<file path="src/rtl/pslip_pkg.sv">
// Shared types and default sizing for the pSLIP grant arbiter.
package pslip_pkg;

    typedef enum logic [1:0] {
        IDLE,
        ARB,
        WAIT_ACC
    } state_t;

    localparam int PSLIP_N       = 16;
    localparam int PSLIP_IW      = $clog2(PSLIP_N);
    localparam int PSLIP_TIMEOUT = 15;

endpackage

</file>
<file path="src/rtl/pslip_grant_arb_rr_pick.sv">
// Round-robin pick: first set request bit at or after ptr, wrapping N-1 -> 0.
module rr_pick #(
    parameter int N  = 16,
    parameter int IW = $clog2(N)
) (
    input  logic [N-1:0]  req,
    input  logic [IW-1:0] ptr,
    output logic [N-1:0]  gnt,
    output logic [IW-1:0] idx,
    output logic          any
);

    localparam logic [IW:0] N_VAL = (IW+1)'(N);

    logic [N-1:0]  rot;
    logic [IW-1:0] off;
    logic [IW:0]   sum;
    logic          found;

    // Rotate so ptr lands at bit 0, priority-encode, then undo the rotation.
    always_comb begin
        rot   = N'({req, req} >> ptr);
        off   = '0;
        found = 1'b0;
        for (int i = 0; i < N; i++) begin
            if (!found && rot[i]) begin
                found = 1'b1;
                off   = IW'(i);
            end
        end
        sum = {1'b0, ptr} + {1'b0, off};
        if (sum >= N_VAL) begin
            sum = sum - N_VAL;
        end
        idx = sum[IW-1:0];
        gnt = found ? (N'(1) << idx) : '0;
        any = found;
    end

endmodule

</file>
<file path="src/rtl/pslip_grant_arb.sv">
// Round-robin grant arbiter for one pSLIP output port; pointer moves only on accept.
// Optional grant abandonment after TIMEOUT idle WAIT_ACC cycles: define PSLIP_GRANT_TIMEOUT_EN.
module pslip_grant_arb
    import pslip_pkg::*;
#(
    parameter int N       = PSLIP_N,
    parameter int IW      = $clog2(N),
    parameter int TIMEOUT = PSLIP_TIMEOUT
) (
    input  logic          clk,
    input  logic          reset,
    input  logic [N-1:0]  req_in,
    input  logic          req_valid,
    input  logic          accept_valid,
    input  logic          accept_in,
    output logic [N-1:0]  gnt_out,
    output logic [IW-1:0] gnt_idx,
    output logic          gnt_valid,
    output logic          iter_done,
`ifdef PSLIP_GRANT_TIMEOUT_EN
    output logic          timeout_flag,
`endif
    output logic          busy
);

    state_t        state;
    logic [N-1:0]  req_q;
    logic [IW-1:0] ptr;
    logic [N-1:0]  pick_gnt;
    logic [IW-1:0] pick_idx;
    logic          pick_any;
    logic [IW-1:0] next_ptr;

`ifdef PSLIP_GRANT_TIMEOUT_EN
    localparam int TW = ($clog2(TIMEOUT + 1) < 4) ? 4 : $clog2(TIMEOUT + 1);
    logic [TW-1:0] wait_cnt;
`endif

    rr_pick #(
        .N  (N),
        .IW (IW)
    ) u_pick (
        .req (req_q),
        .ptr (ptr),
        .gnt (pick_gnt),
        .idx (pick_idx),
        .any (pick_any)
    );

    assign next_ptr = (gnt_idx == IW'(N - 1)) ? '0 : gnt_idx + IW'(1);

    always_ff @(posedge clk or negedge reset) begin
        if (!reset) begin
            state     <= IDLE;
            req_q     <= '0;
            ptr       <= '0;
            gnt_out   <= '0;
            gnt_idx   <= '0;
            gnt_valid <= 1'b0;
            iter_done <= 1'b0;
            busy      <= 1'b0;
`ifdef PSLIP_GRANT_TIMEOUT_EN
            wait_cnt     <= '0;
            timeout_flag <= 1'b0;
`endif
        end else begin
            iter_done <= 1'b0;
`ifdef PSLIP_GRANT_TIMEOUT_EN
            timeout_flag <= 1'b0;
`endif
            case (state)
                IDLE: begin
                    if (req_valid) begin
                        req_q <= req_in;
                        state <= ARB;
                        busy  <= 1'b1;
                    end
                end
                ARB: begin
                    if (pick_any) begin
                        gnt_out   <= pick_gnt;
                        gnt_idx   <= pick_idx;
                        gnt_valid <= 1'b1;
                        state     <= WAIT_ACC;
`ifdef PSLIP_GRANT_TIMEOUT_EN
                        wait_cnt  <= '0;
`endif
                    end else begin
                        iter_done <= 1'b1;
                        state     <= IDLE;
                        busy      <= 1'b0;
                    end
                end
                WAIT_ACC: begin
                    // A new req_valid here is deliberately dropped.
                    if (accept_valid) begin
                        if (accept_in) begin
                            ptr <= next_ptr;
                        end
                        gnt_out   <= '0;
                        gnt_idx   <= '0;
                        gnt_valid <= 1'b0;
                        iter_done <= 1'b1;
                        state     <= IDLE;
                        busy      <= 1'b0;
                    end
`ifdef PSLIP_GRANT_TIMEOUT_EN
                    else if (wait_cnt == TW'(TIMEOUT - 1)) begin
                        gnt_out      <= '0;
                        gnt_idx      <= '0;
                        gnt_valid    <= 1'b0;
                        iter_done    <= 1'b1;
                        timeout_flag <= 1'b1;
                        state        <= IDLE;
                        busy         <= 1'b0;
                    end else begin
                        wait_cnt <= wait_cnt + TW'(1);
                    end
`endif
                end
                default: begin
                    state <= IDLE;
                    busy  <= 1'b0;
                end
            endcase
        end
    end

endmodule

</file>
<file path="config.mk">
export PLATFORM = sky130hd
export DESIGN_NAME = pslip_grant_arb
export DESIGN_NICKNAME = d
export VERILOG_FILES = /design/src/rtl/pslip_pkg.sv /design/src/rtl/pslip_grant_arb_rr_pick.sv /design/src/rtl/pslip_grant_arb.sv
export SDC_FILE = /design/constraint.sdc
export NUM_CORES = 1
export LEC_CHECK = 0
export ABC_AREA = 1
export BUFFER_PORTS_ARGS = -buffer_cell sky130_fd_sc_hd__buf_2
export CORE_MARGIN = 4
export CORE_UTILIZATION = 55
export DETAILED_ROUTE_END_ITERATION = 8
export PLACE_DENSITY = 0.75
export SLEW_MARGIN = 15
export SYNTH_ARGS = -nofsm -noshare
export SYNTH_HDL_FRONTEND = slang
export SYNTH_SLANG_ARGS = --single-unit
</file>
<file path="constraint.sdc">
create_clock -name clk -period 5.3 [get_ports clk]
set_input_delay 0.53 -clock clk [delete_from_list [all_inputs] [get_ports clk]]
set_output_delay 0.53 -clock clk [all_outputs]
set_load 0.01 [all_outputs]
</file>
; ---- After elaboration in Yosys (flattened, before gate mapping)
; Cells that the tools add are included.
[totals]
regBits = 45
out_inout_bits = 23
[classes]
add_sub_neg = 3
magnitude_cmp = 1
n_eq_ne = 7
shifts = 2
n_mux = 52
reduce_logical = 37
[op_table]
columns = op, n
row1 = 2-to-1 mux 4 bit, 12
row2 = 2-to-1 mux 16 bit, 2
row3 = one-hot mux 16 bit (2 select lines), 1
row4 = right shift 32 x 4 -> 16 bit, 1
row5 = 2-to-1 mux 1 bit, 23
row6 = << shifter 1 x 4 -> 16 bit (first input constant), 1
row7 = logical AND 1 bit, 15
row8 = zero test 1 bit, 15
row9 = 2-to-1 mux 3 bit, 4
row10 = 2-to-1 mux 2 bit, 5
row11 = AND reduction 3 bit, 3
row12 = inequality test 2 bit (second input constant), 4
row13 = one-hot mux 4 bit (2 select lines), 1
row14 = one-hot mux 2 bit (3 select lines), 1
row15 = adder 4 x 4 -> 5 bit, 1
row16 = >= comparator 5 bit (second input constant), 1
row17 = adder 4 x 1 -> 4 bit (second input constant), 1
row18 = == test 4 bit (second input constant), 1
row19 = one-hot mux 1 bit (2 select lines), 2
row20 = AND reduction 2 bit, 2
row21 = subtractor 4 x 1 -> 4 bit (second input constant), 1
row22 = one-hot mux 1 bit (3 select lines), 1
row23 = == test 2 x 1 -> 1 bit (second input constant), 1
row24 = == test 2 bit (second input constant), 1
row25 = other kinds (2), 2

; ---- Depth between registers and ports, before layout
; Gate-level depths: netlist of the first run.
[depth]
depth_word = 53
mapped_depth = 29
ltp_nobuf = 27

; ---- Cells and area by module
; A second synthesis of the first run with hierarchy kept.
[unflattened]
cells_unflattened = 499
hier_area_um2 = 3631.0
[modules_own_cells]
columns = mod, n_inst, cells_each, area_per_inst_um2
row1 = pslip_grant_arb, 1, 241, 2078.2
row2 = rr_pick, 1, 258, 1552.7

; ---- Worst setup path after synthesis of the first run
; OpenSTA, ideal clock, no wires.
[synth_path]
kind = register to register
from = reg ptr[1]
to = reg gnt_out[12]
setup_time_ps = 65
arrival_time_ps = 3295
t_required_ps = 5235
slack_ps = 1940
stages_incl_launch_ff = 29
path_buffers = 2
period_less_slack_ps = 3360
cell_sequence = dfrtp_1 -> buf_4 -> inv_6 -> buf_4 -> nand3_1 -> nand3_1 -> nand3_1 -> nand2_1 -> nand2_2 -> nor2_2 -> nand4_1 -> nor2_2 -> nand4_1 -> nor2_2 -> nand2_1 -> nor2_2 -> nand2_1 -> o221ai_1 -> ha_1 -> inv_1 -> fa_1 -> inv_1 -> or2_2 -> nand2_1 -> inv_1 -> nand3_1 -> nor2_1 -> nand2_1 -> nand2_1
[synth_via]
elab_chain_len = 53
[synth_lines]
columns = element, line_no
row1 = from (decl), pslip_grant_arb.sv:28  ; logic [IW-1:0] ptr;
row2 = from (signal assigned), pslip_grant_arb.sv:98  ; ptr <= next_ptr;
row3 = right shift 32 x 4 -> 16 bit, pslip_grant_arb_rr_pick.sv:22  ; rot = N'({req, req} >> ptr);
row4 = 2-to-1 mux 1 bit, pslip_grant_arb_rr_pick.sv:26  ; if (!found && rot[i]) begin
row5 = zero test 1 bit, pslip_grant_arb_rr_pick.sv:26
row6 = logical AND 1 bit, pslip_grant_arb_rr_pick.sv:26
row7 = 2-to-1 mux 1 bit, pslip_grant_arb_rr_pick.sv:26
row8 = zero test 1 bit, pslip_grant_arb_rr_pick.sv:26
row9 = logical AND 1 bit, pslip_grant_arb_rr_pick.sv:26
row10 = 2-to-1 mux 1 bit, pslip_grant_arb_rr_pick.sv:26
row11 = [... 37 more ...], --
row12 = logical AND 1 bit, pslip_grant_arb_rr_pick.sv:26
row13 = 2-to-1 mux 4 bit, pslip_grant_arb_rr_pick.sv:26
row14 = adder 4 x 4 -> 5 bit, pslip_grant_arb_rr_pick.sv:31  ; sum = {1'b0, ptr} + {1'b0, off};
row15 = subtractor 4 x 1 -> 4 bit / >= comparator 5 bit (equally long branches), "pslip_grant_arb_rr_pick.sv:33, pslip_grant_arb_rr_pick.sv:32"
row16 = 2-to-1 mux 4 bit, pslip_grant_arb_rr_pick.sv:32  ; if (sum >= N_VAL) begin
row17 = << shifter 1 x 4 -> 16 bit, pslip_grant_arb_rr_pick.sv:36  ; gnt = found ? (N'(1) << idx) : '0;
row18 = 2-to-1 mux 16 bit, pslip_grant_arb.sv:80  ; if (pick_any) begin
row19 = one-hot mux 16 bit (2 select lines), pslip_grant_arb.sv:71  ; case (state)
row20 = to (signal assigned), pslip_grant_arb.sv:81  ; gnt_out <= pick_gnt;
row21 = to (decl), pslip_grant_arb.sv:16  ; output logic [N-1:0] gnt_out,
; Parallel ways exist; a longest one is shown, timed or not. The select of a mux whose other input is x is not followed.
; A chain may end at the register's enable or synchronous reset.

; ---- Worst setup path in the final report of the first run
[layout_path]
from = reg ptr[0]
to = reg gnt_out[13]
; The elaborated chain is that of the path after synthesis.

==> impl_metrics.json, run 1 <==
{
  "antenna_cells": 0,
  "antenna_found_initial": 0,
  "cts_hold_buf": 0,
  "clkSinkCount": 45,
  "fin_ws_ns": 1.03,
  "cts_root_buffer": "clkbuf_8",
  "die_x_um": 83.0,
  "max-cap-violations": 0,
  "crit_type": "flip-flop to flip-flop",
  "fin_crit_ns": 4.27,
  "yosys-top-cells-area": "dfrtp_1 (36%), nand2_1 (16%), nand3_1 (15%)",
  "grtUsageTotal_pct": 22.8,
  "via_per_inst": 5.59,
  "die-area_um2": 6890,
  "maxSlewViolCount": 0,
  "finalClockSkew_ns": 0.0102,
  "clock_path_buffers": 2,
  "hold_class": "input pin to asynchronous set/reset pin",
  "synthCells": 420,
  "ant_nets": 0,
  "crit_required_ns": 5.49,
  "cp_max_fo": 18,
  "crit_path_end_kind": "flip-flop",
  "final_nets": 485,
  "avgSynthCellArea_um2": 7.37,
  "dpl_worst_slack_ns": 1.04,
  "arrival_ns": 4.46,
  "core_region_area_um2": 5470,
  "io_pins": 44,
  "rows": 27,
  "dpl.hpwl_mm": 5.71,
  "ctsHtreeMaxLevel": 2,
  "status": "finished, final reports clean",
  "die_h_um": 83.0,
  "drive_gt1_share_pct": 20.0,
  "stdcell_area_um2": 3400,
  "rsz0062_at_grt": "false",
  "leakage_nw": 1.83,
  "max_freq_ghz": 0.234,
  "syn-cell-area_um2": 3090,
  "post_cts_resized": 0,
  "grt_pass1_vias": 2822,
  "grt_max_degree": 46,
  "gp_congestion": 0.972,
  "synth_warnings": 0,
  "cts_tree": "built",
  "synth_top_area_cell": "dfrtp_1",
  "final-hold-violation-count": 0,
  "placed_cell_area_um2": 3290,
  "drt_iter0_drc": 284,
  "cts_setup_buffers": 0,
  "yosys.area.top_type_share_pct": 36.4,
  "p_per_area_nw_per_um2": 766,
  "grt_pass1_wl_mm": 13.1,
  "fin_crit_sh_pct": 80.6,
  "synth.distinct_cells": 37,
  "synth-edff-count": 0,
  "async_flop_share_pct": 100,
  "yosysMostFrequentCell": "nand2_1",
  "critPathLaunchType": "flip-flop",
  "setup_viol": 0,
  "syn_nets": 450,
  "synth-seq-cells": 45,
  "drc": 0,
  "worst_pin_slew_ns": 1.00,
  "clk_latency_ns": 0.31,
  "routed_wl_mm": 7.44,
  "drtPass1Iterations": 8,
  "port_buffers": 43,
  "wl_per_cell_um": 14.1,
  "synth_seq_area_share_pct": 36.4,
  "clkTransAtPathRegs_ns": 0.09,
  "vias": 2948,
  "area_growth_pct": 9.87,
  "vdd_drop_max_mv": 0.365,
  "globalRouteOverflowTotal": 0,
  "setup-tns-final_ns": 0,
  "cts_buffers": 5,
  "start_util_pct": 56.5,
  "synth_common_cells": "nand2_1 (131), nand3_1 (94), dfrtp_1 (45)",
  "slew_headroom_pct": 33.1,
  "ys.flop_type": "dfrtp_1"
}
[layout make-up]
cell class              count  area [um2]
multi-input cells         324        1720
clock inverters             2        38.8
repair buffers             43         215
flip-flops and latches     45        1130
well taps                  72        90.1
fillers                   528        2070
inverters                  36         143
clock buffers               5        68.8
[final timing paths]
path | startpoint | end | slack, ns | cells past startpoint
hold reg to reg | gnt_out[15] | gnt_out[15] | 0.48 | 2
setup / recovery | ptr[0] | gnt_out[13] | 1.03 | 23
min in group clk | req_in[5] | req_q[5] | 0.45 | 2
hold / removal | reset | req_q[6] | 0.38 | 1
setup reg to reg | ptr[0] | gnt_out[13] | 1.03 | 23
max in group asynchronous | reset | req_q[4] | 4.29 | 1
[power breakdown]
part	internal, W	leakage, nW	switching [W]
registers	0.000482	0.575	0.000175
logic	0.000582	1.20	0.00110
clock network	0.000140	0.0546	0.000124
total	0.00120	1.83	0.00140
[layout by cell type, fill, tap and decap left out, drive strengths merged]
cell type | Yosys | final
fa | 1 | 1
xnor2 | 2 | 2
clkbuf | 1 | 5
o22ai | 2 | 2
nand4 | 4 | 4
xor2 | 2 | 2
o31ai | 1 | 1
o41ai | 1 | 1
a31oi | 2 | 2
nor3 | 1 | 1
ha | 8 | 8
buf | 14 | 43
bufinv | 0 | 1
a21oi | 1 | 1
inv | 35 | 36
nor2 | 17 | 17
o221ai | 1 | 1
nand2 | 144 | 144
o21ai | 15 | 15
and2 | 1 | 1
clkinv | 1 | 1
a21boi | 1 | 1
o21a | 3 | 3
nand3 | 98 | 98
or2 | 1 | 1
dfrtp | 45 | 45
mux2 | 16 | 16
o2111ai | 2 | 2
[metrics by stage]
| step | hold WS (ns) | util, % | power [W] | std cells |
|---|---|---|---|---|
| final | 0.385 | 62.1 | 0.00260 | 527 |
| after global routing | 0.435 | 62.1 | 0.00289 | 527 |
| after CTS | 0.425 | 62.1 | 0.00259 | 527 |
| after detailed placement | 0.460 | 60.2 | 0.00232 | 520 |
| after global placement | 0.457 | 60.2 | 0.00228 | 520 |
| after floorplan | 0.234 | - | 0.00197 | 420 |
[sequential cells by signal (all words and copies together) (netlist names)]
register,cells
gnt_out,16
busy,1
gnt_valid,1
iter_done,1
state,2
req_q,16
gnt_idx,4
ptr,4
[worst max-delay path: stages, from the launching register on]
cell and delay (ns):
dfrtp_1 0.78, inv_4 0.22, nand2_1 0.17, nand3_1 0.12
nand3_1 0.16, nand3_1 0.09, nand2_1 0.13, nand2_2 0.08
nor2_2 0.11, nand4_1 0.10, nor2_2 0.17, nand4_1 0.11
nor2_2 0.14, o2111ai_1 0.23, nand4_1 0.20, ha_1 0.27
a21oi_1 0.14, nand2_1 0.07, xor2_1 0.22, inv_1 0.09
nand3_1 0.09, nand2_1 0.23, nand3_1 0.15, nand2_1 0.06
[cell families (layout without fill, tap and decap cells)]
group / after synthesis / count (layout) / synth area share [%]
and+or+nand+nor: 266 / 266 / 38.9
AOI/OAI and AO/OA: 29 / 29 / 5.74
adders and majority gates: 9 / 9 / 3.88
muxes: 16 / 16 / 5.82
xor gates and xnor gates: 4 / 4 / 1.13
DFF: 45 / 45 / 36.4
buffers and inverters: 51 / 86 / 8.09
[routing by layer]
| metal | routed length, um | global-route usage [%] | up-vias |
|---|---|---|---|
| met5 | 0 | 0 | - |
| met4 | 108 | 7.43 | 0 |
| met3 | 436 | 4.17 | 11 |
| met2 | 3400 | 34.8 | 107 |
| met1 | 3500 | 32.8 | 1368 |
| li1 | - | - | 1462 |
(Power assumes the default switching activity.)
==> run 2: changes to the inputs <==
==> constraint.sdc (replaced) <==
create_clock -name clk -period 4.2 [get_ports clk]
set_input_delay 0.42 -clock clk [delete_from_list [all_inputs] [get_ports clk]]
set_output_delay 0.42 -clock clk [all_outputs]
set_load 0.01 [all_outputs]
==> run 2 against run 1 <==
  * Hold slack lost 0.097 ns
  * Clock skew is 0.0039 ns higher
  * Worst setup slack got worse by 0.63 ns
  * First-iteration DRC count shrank 20%
  * Register-to-register slack worse by 0.63 ns
  * Sequential share of layout area down 0.89 points
  * Maximum frequency up 12%
  * Die area unchanged
  * Wire length increased by 1.4%
  * Highest routed layer unchanged
==> impl_metrics.json, run 2 (synthesis gave the netlist of run 1 again) <==
{
  "final_common_cell": "nand2_1",
  "cp_max_fo": 17,
  "cts_hold_buf": 0,
  "fin_crit_ns": 3.80,
  "rows": 27,
  "drt_iter0_drc": 226,
  "routed_wl_mm": 7.54,
  "cts_tree": "built",
  "ant_nets": 0,
  "finalClockSkew_ns": 0.0141,
  "vias": 2960,
  "area_growth_pct": 13.3,
  "reg.largest.list": "gnt_out (16), req_q (16)",
  "core_region_area_um2": 5470,
  "crit_type": "flip-flop to flip-flop",
  "drtPass1Iterations": 5,
  "crit_required_ns": 4.45,
  "ctsHtreeMaxLevel": 2,
  "final-hold-violation-count": 0,
  "dpl_worst_slack_ns": 0.214,
  "wl_per_cell_um": 14.0,
  "slew_headroom_pct": 31.8,
  "clkTransAtPathRegs_ns": 0.10,
  "crit_family": "simple AND/OR/NAND/NOR gates",
  "final_cell_mix": "nand2_1 (130), nand3_1 (91), dfrtp_1 (44), buf_2 (43), inv_1 (32)",
  "antenna_cells": 0,
  "clk_latency_ns": 0.31,
  "arrival_ns": 4.05,
  "max_freq_ghz": 0.263,
  "start_util_pct": 56.5,
  "cp.buffers_inverters": 4,
  "via_per_inst": 5.50,
  "cp_common_cell": "nand2_1",
  "grt_max_degree": 46,
  "grt_pass1_vias": 2795,
  "status": "finished, final reports clean",
  "die_x_um": 83.0,
  "worst_pin_slew_ns": 1.02,
  "drive_gt1_share_pct": 23.2,
  "final_nets": 495,
  "vdd_drop_max_mv": 0.455,
  "setup_viol": 0,
  "grtUsageTotal_pct": 22.5,
  "p_per_area_nw_per_um2": 969,
  "slowest_delay_ns": 0.41,
  "fin_cells": 538,
  "fin_crit_sh_pct": 90.5,
  "fin_ws_ns": 0.400,
  "cts_root_buffer": "clkbuf_8",
  "io_pins": 44,
  "clkSinkCount": 45,
  "crit_path_end_kind": "flip-flop",
  "maxSlewViolCount": 0,
  "hold_class": "input pin to asynchronous set/reset pin",
  "clock_path_buffers": 2,
  "port_buffers": 43,
  "die-area_um2": 6890,
  "die_h_um": 83.0,
  "dpl.hpwl_mm": 5.70,
  "dpl.cell_count": 525,
  "drc": 0,
  "grt_pass1_wl_mm": 13.0,
  "leakage_nw": 1.88,
  "critPathLaunchType": "flip-flop",
  "cp_slowest_cell": "dfrtp_1",
  "max-cap-violations": 0,
  "gp_congestion": 0.946,
  "globalRouteOverflowTotal": 0,
  "antenna_found_initial": 0,
  "power_w": 0.00340,
  "final_core_util_pct": 64.0,
  "cts_buffers": 5
}
[run 2: cell types whose count changed in the layout (fill, tap and decap cells not counted), sizes merged]
cell	previous run	this run
buf	43	53
clkbuf	5	6
inv	36	35
clkinv	1	2
[run 2: power breakdown]
group	leakage, nW	internal, W	total [W]	switching (W)
combinational	1.25	0.000797	0.00230	0.00150
sequential	0.574	0.000613	0.000767	0.000154
clock	0.0554	0.000179	0.000333	0.000155
[run 2: layer usage]
metal	up-vias	global-route usage [%]	share of wire (%)	wire length [um]
met2	88	34.9	44	3350
met4	0	4.01	1.0	76
met1	1380	33.4	50	3740
met3	12	3.87	5.0	374
met5	-	0	0	0
li1	1480	-	-	-
[run 2: repair_timing]
item / in CTS / in global routing
setup endpoints to repair: 0 / 19
setup buffers: 0 / 5
resized for setup: 0 / 9
[run 2: worst register-to-register path, cell delays in order, from the launching register on]
cell and delay [ns]:
dfrtp_1 0.41, buf_4 0.21, nand2_1 0.14, nand3_2 0.10
nand3_1 0.14, nand3_1 0.09, nand2_1 0.09, nand2_1 0.10
nor2_2 0.11, nand4_1 0.11, nor2_2 0.17, nand4_1 0.11
nor2_2 0.14, nand2_1 0.10, nor2_2 0.15, nand2_1 0.06
o221ai_1 0.18, ha_2 0.21, inv_1 0.05, fa_1 0.39
inv_1 0.08, or2_2 0.10, nand2_1 0.09, inv_1 0.07
nand3_1 0.11, nor2_2 0.13, nand2_1 0.06, nand2_1 0.06
[run 2: final timing paths]
| check | from | slack (ns) | depth (start not counted) | endpoint |
|---|---|---|---|---|
| max in group asynchronous | reset | 3.16 | 1 | ptr[1] |
| min in group clk | req_in[15] | 0.35 | 2 | req_q[15] |
| worst min-delay path | reset | 0.29 | 1 | gnt_out[8] |
| worst min register to register | gnt_out[6] | 0.48 | 2 | gnt_out[6] |
| worst max register to register | ptr[0] | 0.40 | 27 | gnt_out[12] |
| worst max-delay path | ptr[0] | 0.40 | 27 | gnt_out[12] |
[run 2: layout make-up]
cell class,count,area (um2)
tap,72,90.1
multi-input combinational,324,1740
clock buffer,6,72.6
inverter,36,143
sequential,45,1130
timing repair buffer,53,290
clock inverter,2,38.8
fill,503,1970
[run 2: through the flow]
step / hold WS, ns / setup TNS (ns) / area [um2]
2_1_floorplan: 0.124 / 0 / 3090
3_3_place_gp: 0.457 / 0 / 3330
3_5_place_dp: 0.459 / 0 / 3330
4_1_cts: 0.313 / 0 / 3440
5_1_grt: 0.333 / -0.0300 / 3500
6_report: 0.288 / 0 / 3500
==> run 3: changes to the inputs <==
--- a/config.mk
+++ b/config.mk
@@ -7,10 +7,12 @@
 export LEC_CHECK = 0
 export ABC_AREA = 1
 export BUFFER_PORTS_ARGS = -buffer_cell sky130_fd_sc_hd__buf_2
+export CELL_PAD_IN_SITES_DETAIL_PLACEMENT = 1
+export CELL_PAD_IN_SITES_GLOBAL_PLACEMENT = 1
 export CORE_MARGIN = 4
-export CORE_UTILIZATION = 55
+export CORE_UTILIZATION = 42
 export DETAILED_ROUTE_END_ITERATION = 8
-export PLACE_DENSITY = 0.75
+export PLACE_DENSITY = 0.78
 export SLEW_MARGIN = 15
 export SYNTH_ARGS = -nofsm -noshare
 export SYNTH_HDL_FRONTEND = slang
==> run 3 against run 2 <==
  * Die area up 28%
  * Sequential share of layout area decreased by 1.9 points
  * Register-to-register slack got worse by 0.13 ns
  * Utilization decreased by 13 points
  * Clock-buffer cell count shrank 1
  * First-iteration DRC count decreased by 37%
  * Maximum frequency is 3.4% lower
  * Worst setup slack lost 0.13 ns
  * Final cell count increased by 5.6%
  * Largest cell class unchanged
  * Highest routed layer unchanged
==> impl_metrics.json, run 3 (synthesis gave the netlist of run 1 again) <==
{
  "setup_viol": 0,
  "status": "finished, final reports clean",
  "placed_cell_area_um2": 3380,
  "fin_cells": 568,
  "fin_ws_ns": 0.266,
  "final-seq-area_um2": 1130,
  "rows": 31,
  "vias": 3076,
  "io_pins": 44,
  "grt_max_degree": 46,
  "multi_input_area_um2": 1890,
  "via_per_inst": 5.42,
  "cts_buffers": 5,
  "final_core_util_pct": 51.5,
  "cp-startpoint": "ptr[0]",
  "crit_path_end_kind": "flip-flop",
  "r2r_end": "gnt_out[12]",
  "gp_congestion": 0.896,
  "clk_latency_ns": 0.31,
  "ctsHtreeMaxLevel": 2,
  "drt_iter0_drc": 143,
  "grt_pass1_vias": 3090,
  "cts_root_buffer": "clkbuf_8",
  "fillers": 949,
  "finalClockSkew_ns": 0.0103,
  "worst_pin_slew_ns": 0.713,
  "drive_gt1_share_pct": 31.6,
  "ant_nets": 0,
  "hold_class": "input pin to asynchronous set/reset pin",
  "max-cap-violations": 0,
  "use_met1_pct": 31.1,
  "dpl_worst_slack_ns": 0.241,
  "fin_crit_sh_pct": 93.7,
  "clkTransAtPathRegs_ns": 0.10,
  "arrival_ns": 4.19,
  "drc": 0,
  "busiest_layer": "met2",
  "final_cell_mix": "nand2_1 (120), nand3_1 (68), dfrtp_1 (44), buf_2 (43), inv_1 (31)",
  "met3_usage_pct": 2.40,
  "wl_per_cell_um": 16.5,
  "grtUsageTotal_pct": 21.4,
  "grt_pass1_wl_mm": 15.1,
  "drtPass1Iterations": 4,
  "stdcell_area_um2": 3720,
  "worstRegToRegCells": 27,
  "rrSetupSlack_ns": 0.27,
  "gr-usage-met2_pct": 34.8,
  "die_h_um": 93.8,
  "critPathLaunchType": "flip-flop",
  "globalRouteOverflowTotal": 0,
  "area_growth_pct": 20.1,
  "dpl.cell_count": 554,
  "cp_max_fo": 16,
  "antenna_cells": 0,
  "routed_wl_mm": 9.37,
  "fin_crit_ns": 3.93,
  "dpl.hpwl_mm": 6.91,
  "crit_type": "flip-flop to flip-flop",
  "clkSinkCount": 45,
  "final-hold-violation-count": 0,
  "slew_headroom_pct": 52.3,
  "die_x_um": 93.8,
  "reg.largest.list": "gnt_out (16), req_q (16)",
  "clock_path_buffers": 2,
  "start_util_pct": 42.9,
  "final_common_cell": "nand2_1",
  "antenna_found_initial": 0,
  "crit_required_ns": 4.46,
  "core_region_area_um2": 7210,
  "port_buffers": 43,
  "die-area_um2": 8800,
  "max_freq_ghz": 0.254,
  "final_nets": 498,
  "maxSlewViolCount": 0,
  "cts_tree": "built",
  "reg2reg_from": "ptr[0]"
}
run 3: cell types whose count changed in the layout (fill, tap and decap cells not counted), sizes merged:
cell / delta
bufinv: -1
clkinv: +1
clkinvlp: +1
clkbuf: -1
buf: +3
run 3: metrics by stage:
| stage | TNS [ns] | hold slack, ns |
|---|---|---|
| after CTS | 0 | 0.218 |
| after detailed placement | 0 | 0.462 |
| after global placement | 0 | 0.457 |
| after global routing | -0.452 | 0.245 |
| final | 0 | 0.182 |
| after floorplan | 0 | 0.124 |
run 3: area by class of cell:
| class | instances | share of cell area (%) |
|---|---|---|
| multi-input cells | 324 | 51.0 |
| flip-flops and latches | 45 | 30.3 |
| repair buffers | 56 | 8.72 |
| inverters | 36 | 4.11 |
| well taps | 99 | 3.33 |
| clock buffers | 5 | 1.85 |
| clock inverters | 3 | 0.673 |
run 3: repair_timing:
| item | 4_1_cts | 5_1_grt |
|---|---|---|
| setup endpoints to repair | 0 | 18 |
| hold buffers | 0 | 0 |
| gates resized for setup | 0 | 51 |
| buffers inserted | 0 | 6 |
run 3: per-layer routing:
layer / wire length [um] / part of all wire, %
met4: 99 / 1.1
met2: 4540 / 48
met3: 256 / 2.7
met5: 0 / 0
met1: 4470 / 48
run 3: worst max path at each step:
stage	to
finish	gnt_out[12]
global route	gnt_out[12]
CTS	gnt_out[12]
detailed placement	gnt_out[12]
global placement	gnt_out[12]
floorplan	gnt_out[12]
run 3: worst max-delay path: stages, from the launching register on:
cell      delay (ns)
dfrtp_2         0.46
buf_8           0.17
nand2_1         0.08
nand3_1         0.11
nand3_1         0.16
nand3_1         0.10
nand2_2         0.10
nand2_2         0.07
nor2_2          0.12
nand4_1         0.10
nor2_2          0.19
nand4_1         0.13
nor2_2          0.20
nand2_2         0.11
nor2_2          0.17
nand2_1         0.08
o221ai_2        0.15
ha_2            0.20
inv_1           0.05
fa_2            0.35
inv_2           0.07
or2_2           0.09
nand2_1         0.11
inv_1           0.10
nand3_2         0.11
nor2_4          0.14
nand2_1         0.07
nand2_1         0.07
Power of run 3 is not shown: default switching activity piles up to over one toggle a cycle in this logic, so the estimate is an artifact.
